$ cat src/rtl/pipe_barrel_shifter.sv
// rtl/pipe_barrel_shifter.sv - pipelined barrel shifter (SRL/SRA/SLL/ROR) with valid/ready flow control
// A register closes every REG_EVERY mux levels; the final level is always registered.
module pipe_barrel_shifter #(
  parameter int  WIDTH     = 32,
  parameter int  REG_EVERY = 2,
  localparam int SHW       = $clog2(WIDTH),
  localparam int L         = (SHW + REG_EVERY - 1) / REG_EVERY
) (
  input  logic             clk,
  input  logic             rst_n,
  input  logic             in_valid,
  output logic             in_ready,
  input  logic [WIDTH-1:0] in_data,
  input  logic [SHW-1:0]   in_shamt,
  input  logic [1:0]       in_op,
  output logic             out_valid,
  input  logic             out_ready,
  output logic [WIDTH-1:0] out_data,
  output logic             out_zero
);

  localparam logic [1:0] OP_SRL = 2'b00;
  localparam logic [1:0] OP_SRA = 2'b01;
  localparam logic [1:0] OP_SLL = 2'b10;

  // Applies mux levels lo..hi-1; level k moves the word by 2^k when sh[k] is set.
  function automatic logic [WIDTH-1:0] shift_levels(
    input logic [WIDTH-1:0] d,
    input logic [SHW-1:0]   sh,
    input logic [1:0]       op,
    input int               lo,
    input int               hi
  );
    logic [WIDTH-1:0]   r;
    logic [2*WIDTH-1:0] rr;
    r  = d;
    rr = '0;
    for (int k = 0; k < SHW; k++) begin
      if (k >= lo && k < hi && sh[k]) begin
        case (op)
          OP_SRL:  r = r >> (1 << k);
          OP_SRA:  r = $signed(r) >>> (1 << k);
          OP_SLL:  r = r << (1 << k);
          default: begin
            rr = {r, r} >> (1 << k);
            r  = rr[WIDTH-1:0];
          end
        endcase
      end
    end
    return r;
  endfunction

  logic [WIDTH-1:0] data_q  [L];
  logic [SHW-1:0]   shamt_q [L];
  logic [1:0]       op_q    [L];
  logic [L-1:0]     valid_q;
  logic             zero_q;

  logic [WIDTH-1:0] st_data  [L];
  logic [SHW-1:0]   st_shamt [L];
  logic [1:0]       st_op    [L];
  logic [WIDTH-1:0] nxt_data [L];
  logic [L-1:0]     st_valid;
  logic [L-1:0]     en;
  logic             blocked;

  always_comb begin
    st_valid = '0;
    for (int s = 0; s < L; s++) begin
      if (s == 0) begin
        st_data[s]  = in_data;
        st_shamt[s] = in_shamt;
        st_op[s]    = in_op;
        st_valid[s] = in_valid;
      end else begin
        st_data[s]  = data_q[s-1];
        st_shamt[s] = shamt_q[s-1];
        st_op[s]    = op_q[s-1];
        st_valid[s] = valid_q[s-1];
      end
      nxt_data[s] = shift_levels(st_data[s], st_shamt[s], st_op[s],
                                 s * REG_EVERY, (s + 1) * REG_EVERY);
    end
  end

  // A stage is stuck only if it and every stage after it are full and the consumer stalls.
  always_comb begin
    blocked = !out_ready;
    en      = '0;
    for (int s = L - 1; s >= 0; s--) begin
      blocked = blocked & valid_q[s];
      en[s]   = !blocked;
    end
  end

  always_ff @(posedge clk) begin
    if (!rst_n) begin
      valid_q <= '0;
      zero_q  <= 1'b0;
      for (int s = 0; s < L; s++) begin
        data_q[s]  <= '0;
        shamt_q[s] <= '0;
        op_q[s]    <= '0;
      end
    end else begin
      for (int s = 0; s < L; s++) begin
        if (en[s]) begin
          valid_q[s] <= st_valid[s];
          data_q[s]  <= nxt_data[s];
          shamt_q[s] <= st_shamt[s];
          op_q[s]    <= st_op[s];
        end
      end
      if (en[L-1]) begin
        zero_q <= (nxt_data[L-1] == '0);
      end
    end
  end

  assign in_ready  = en[0];
  assign out_valid = valid_q[L-1];
  assign out_data  = data_q[L-1];
  assign out_zero  = zero_q;

endmodule

$ cat config.mk
export PLATFORM = sky130hd
export DESIGN_NAME = pipe_barrel_shifter
export DESIGN_NICKNAME = d
export VERILOG_FILES = /design/src/rtl/pipe_barrel_shifter.sv
export SDC_FILE = /design/constraint.sdc
export NUM_CORES = 1
export LEC_CHECK = 0
export CELL_PAD_IN_SITES_DETAIL_PLACEMENT = 2
export CELL_PAD_IN_SITES_GLOBAL_PLACEMENT = 2
export CORE_MARGIN = 2
export CORE_UTILIZATION = 35
export CTS_CLUSTER_DIAMETER = 50
export CTS_CLUSTER_SIZE = 8
export DETAILED_ROUTE_END_ITERATION = 8
export PLACE_DENSITY = 0.85
export SLEW_MARGIN = 15
export SYNTH_ARGS = -nofsm -noshare
export SYNTH_HDL_FRONTEND = slang
export SYNTH_SLANG_ARGS = --single-unit
$ cat constraint.sdc
create_clock -name clk -period 3.8 [get_ports clk]
set_clock_uncertainty 0.15 [all_clocks]
set_input_delay 0.38 -clock clk [delete_from_list [all_inputs] [get_ports clk]]
set_output_delay 0.38 -clock clk [all_outputs]
set_load 0.02 [all_outputs]
== Word level (Yosys, flattened, before mapping) ==
Memory sizes are Yosys's and may differ from the RTL's.
Index checks and enable logic that the tools add are counted.

* Register bits: 4
* RAM bits: 117
* Input bits: 43
* Output and inout port bits: 35
* Word-level logic and storage cells: 60
* Memories kept: 3

* Eq/ne operators: 6
* Mux-type cells: 29
* Bitwise logic cells: 12
* Reduce and logical (&&, ||, !) cells: 6

{| class="wikitable"
|+ Memory list
! name !! depth !! width !! rd ports !! clocked after Yosys merged registers in !! wr ports !! RTL line !! RTL
|-
| data_q || 3 || 32 || 3 || 0 || 3 || 54 || <nowiki>logic [WIDTH-1:0] data_q [L];</nowiki>
|-
| shamt_q || 3 || 5 || 2 || 0 || 3 || 55 || <nowiki>logic [SHW-1:0] shamt_q [L];</nowiki>
|-
| op_q || 3 || 2 || 2 || 0 || 3 || 56 || <nowiki>logic [1:0] op_q [L];</nowiki>
|}

{| class="wikitable"
|+ Operator list
! cell !! count
|-
| case mux 32 bit (3 select lines) || 5
|-
| 2-to-1 mux 32 bit || 8
|-
| logical NOT 32 bit || 1
|-
| 2-to-1 mux 5 bit || 3
|-
| 2-to-1 mux 1 bit || 10
|-
| bitwise OR 1 bit || 9
|-
| equality test 2 x 1 -> 1 bit, second input constant || 3
|-
| equality test 2 bit, second input constant || 3
|-
| logical NOT 2 bit || 3
|-
| 2-to-1 mux 2 bit || 3
|-
| AND 1 bit || 3
|-
| logical NOT 1 bit || 2
|}

== Logic depth before layout (Yosys ltp) ==
* Depth in word-level cells: 8
* Mapped depth: 9
* Mapped depth without buffers: 5

== Worst setup path after synthesis ==
Ideal clock, no wire load.

* Path kind: register to register
* Start point: reg valid_q[2]
* End point: mem data_q[0][0], enable pin
* Setup time: 0.685 ns
* Arrival time: 1.781 ns
* Path slack: 1.184 ns
* Cell stages (with the launch flop): 4
* Clock period less this slack: 2.616 ns
* Cells stage by stage: dfxtp_1 -> nor2b_1 -> buf_2 -> nand4_1

{| class="wikitable"
|+ RTL lines
! item !! RTL line !! RTL
|-
| start, declared || 57 || <nowiki>logic [L-1:0] valid_q;</nowiki>
|-
| start signal, assigned by index || 109 || <nowiki>valid_q[s] <= st_valid[s];</nowiki>
|-
| end, declared || 54 ||
|}

==> results by group <==
Floorplanning
  – Die X: 152 um
  – Core area: 21600 um^2
  – Die area: 23000 um^2
  – Std cell rows: 54
  – Die Span Y: 152 um
  – I/O Pins: 78
  – Starting Density: 35.4%

Worst setup path
  – Slowest stage delay, CP: 0.51 ns
  – Crit path DAT: 2.64 ns
  – Worst-path cell chain: nor2b_4 > buf_4 > mux2_4 > mux4_2 > a21oi_1 > nor2_1
  – CP endpoint kind: flop
  – Critical Path Fanout Max: 17
  – Critical Path RT: 3.75 ns
  – Critical Path Start Type: flop
  – Critical-path top delay cell: edfxtp_1
  – Worst reg-to-reg path cell count: 6
  – Critical path class: reg2reg

Yosys
  – Fraction of the mapped netlist area in compound gates: 17.5%
  – Mapped Nets: 883
  – Synth Warn #: 0
  – Synth cell count leaders: 152 x nand2_1, 134 x nor2_1, 104 x edfxtp_1
  – Dominant synthesized flop cell: edfxtp_1
  – Most numerous cell in the Yosys netlist: nand2_1
  – Syn Area/Cell: 9.10 um^2
  – Post-Synth Adder-Cell Area: 0%
  – Register area share after synthesis: 41.9%
  – Post-synth EDFFs: 104
  – Ranking of synthesized cells by area: edfxtp_1 41%, mux4_2 8.8%, nand2_1 7.5%, nor2_1 6.6%, a31oi_1 4.4%
  – Async SR Flop Fraction: 0%
  – Synthesized area: 7640 um^2
  – Xor/xnor cell area share of the yosys netlist: 0%
  – Post-synthesis simple-gate area fraction: 20.9%
  – Mapped Cells: 840
  – Synthesized flop and latch total: 108
  – Distinct cells, synth: 41
  – Area share of the largest cell type after synthesis: 40.9%
  – Main combinational cell family by area after synthesis: simple AND/OR/NAND/NOR gates
  – Yosys top cell by area: edfxtp_1
  – Multiplexer area fraction after synthesis: 11.7%

Clocking
  – Clock Sinks: 108
  – CTS Buffer Depth: 2
  – CTS buffer count: 9
  – CTS resizes: 0
  – Clock Pin Slew Worst Setup and Hold Paths: 0.08 ns
  – Worst-Skew Late Latency: 0.36 ns
  – Post-CTS setup buffer count: 0
  – H-tree level count: 3
  – Hold_buf cts: 0
  – CTS root buf: clkbuf_16
  – CTS tree: yes

Final layout
  – Util after Layout: 40.5%
  – Layout cell share with drive strength beyond 1: 10.8%
  – Syn-to-layout area delta: 14.4%
  – Final nets: 893
  – Diode count: 0

GRT
  – Vias in the first global route: 7207
  – Initial antenna violation count: 0
  – Largest net degree at the start of global routing: 56
  – First-pass GRT wire length: 41100 um
  – GRT Overall Usage: 23.4%
  – Gr ovfl total: 0

Power and ir drop
  – Power, Total: 3110 uW
  – Leakage power: 0.00309 uW
  – Peak supply drop: 0.158 mV
  – Power per cell area: 356 nW/um^2

Timing
  – Tcrit/Tclk final: 70.9%
  – F_max: 371 MHz
  – Final TNS setup: 0 ns
  – Min Hold Slack: 0.363 ns
  – RSZ-0062 raised after global routing: no
  – Max_slew headroom: 31.6%
  – Final Critical Period: 2.69 ns
  – Final Hold Viols: 0
  – Final setup vio count: 0
  – Max Slew Vio Count: 0
  – Worst-margin pin slew: 1.02 ns

Place
  – Port bufs: 77
  – GPL Wtd Cong: 0.855
  – DPL Wire Length: 19000 um

Routing
  – Routed WL: 25800 um
  – Wire length per cell: 22.7 um
  – First DRT Iteration DRCs: 486
  – Drt pass-1 iters: 5
  – Routed vias/inst: 5.95
  – Via count: 6752
  – DRC violations left: 0
  – DRT antenna net count: 0

Min path
  – Hold Path Class: reg2reg
  – Hold Crit Depth: 2

Job
  – Max-cap viol count: 0

Run status
  – Status: finished clean
==> worst paths after layout <==
kind                            slack, ns       endpoint       start
worst min register to register       0.36     valid_q[1]  valid_q[0]
worst max register to register       1.11  data_q[0][62]  op_q[0][0]
worst min-delay path                 0.36     valid_q[1]  valid_q[0]
worst max-delay path                 1.11  data_q[0][62]  op_q[0][0]
==> worst max-delay path, delay by kind of cell (launching register included) <==
family | cells | cell delay [ns]
compound gates | 1 | 0.16
buf+inv | 1 | 0.24
flops | 1 | 0.51
mux | 2 | 0.75
simple gates | 2 | 0.61
==> registers in the layout (all words and copies together) (netlist names) <==
signal,cells
data_q,96
op_q,4
shamt_q,4
valid_q,3
out_zero,1
==> cells in the final DEF, fill, tap and decap left out, drive strengths merged, types with 2 or more instances in the layout <==
cell / count
nand2: 152
a211o: 2
nor3: 10
a311o: 5
o211ai: 6
nand4: 4
and2: 21
mux4: 30
inv: 6
clkinvlp: 3
edfxtp: 104
a32oi: 3
buf: 32
a211oi: 16
nor2: 134
clkbuf: 10
nand3b: 2
o211a: 3
mux2: 10
nand2b: 19
a311oi: 38
a21oi: 55
a31oi: 54
nor4: 9
clkdlybuf4s50: 75
clkinv: 2
o21ai: 12
mux2i: 9
nor2b: 11
nand3: 6
dfxtp: 4
==> power by group <==
group / internal, uW / switching [uW]
logic: 299 / 402
registers: 1400 / 92.6
clock network: 453 / 464
total: 2150 / 959
==> layer usage <==
metal,part of all wire [%],global-route usage (%)
met4,4.9,11.7
met3,3.1,3.14
met5,0,0
met2,52,41.4
met1,40,27.8
==> cell families after synthesis <==
logic type      count (synthesis)
mux                            49
simple gates                  371
compound gates                199
buf+inv                       113
flops                         108
==> final cells by class <==
type                    instances  area [um^2]
clock inverters                 6         51.3
multi-input cells             619         3850
well taps                     280          350
inverters                       5         18.8
flip-flops and latches        108         3200
clock buffers                  10          229
fillers                      2384        12900
repair buffers                107         1050
==> per-stage QoR <==
| step | std cells | worst slack, ns | cell area [um^2] |
|---|---|---|---|
| finish | 1135 | 1.11 | 8750 |
| global route | 1135 | 1.01 | 8750 |
| CTS | 1135 | 1.10 | 8750 |
| detailed placement | 1119 | 0.793 | 8470 |
| global placement | 1119 | 0.962 | 8470 |
| floorplan | 840 | 1.18 | 7640 |
Note: power is estimated with default switching activity, not from simulation.
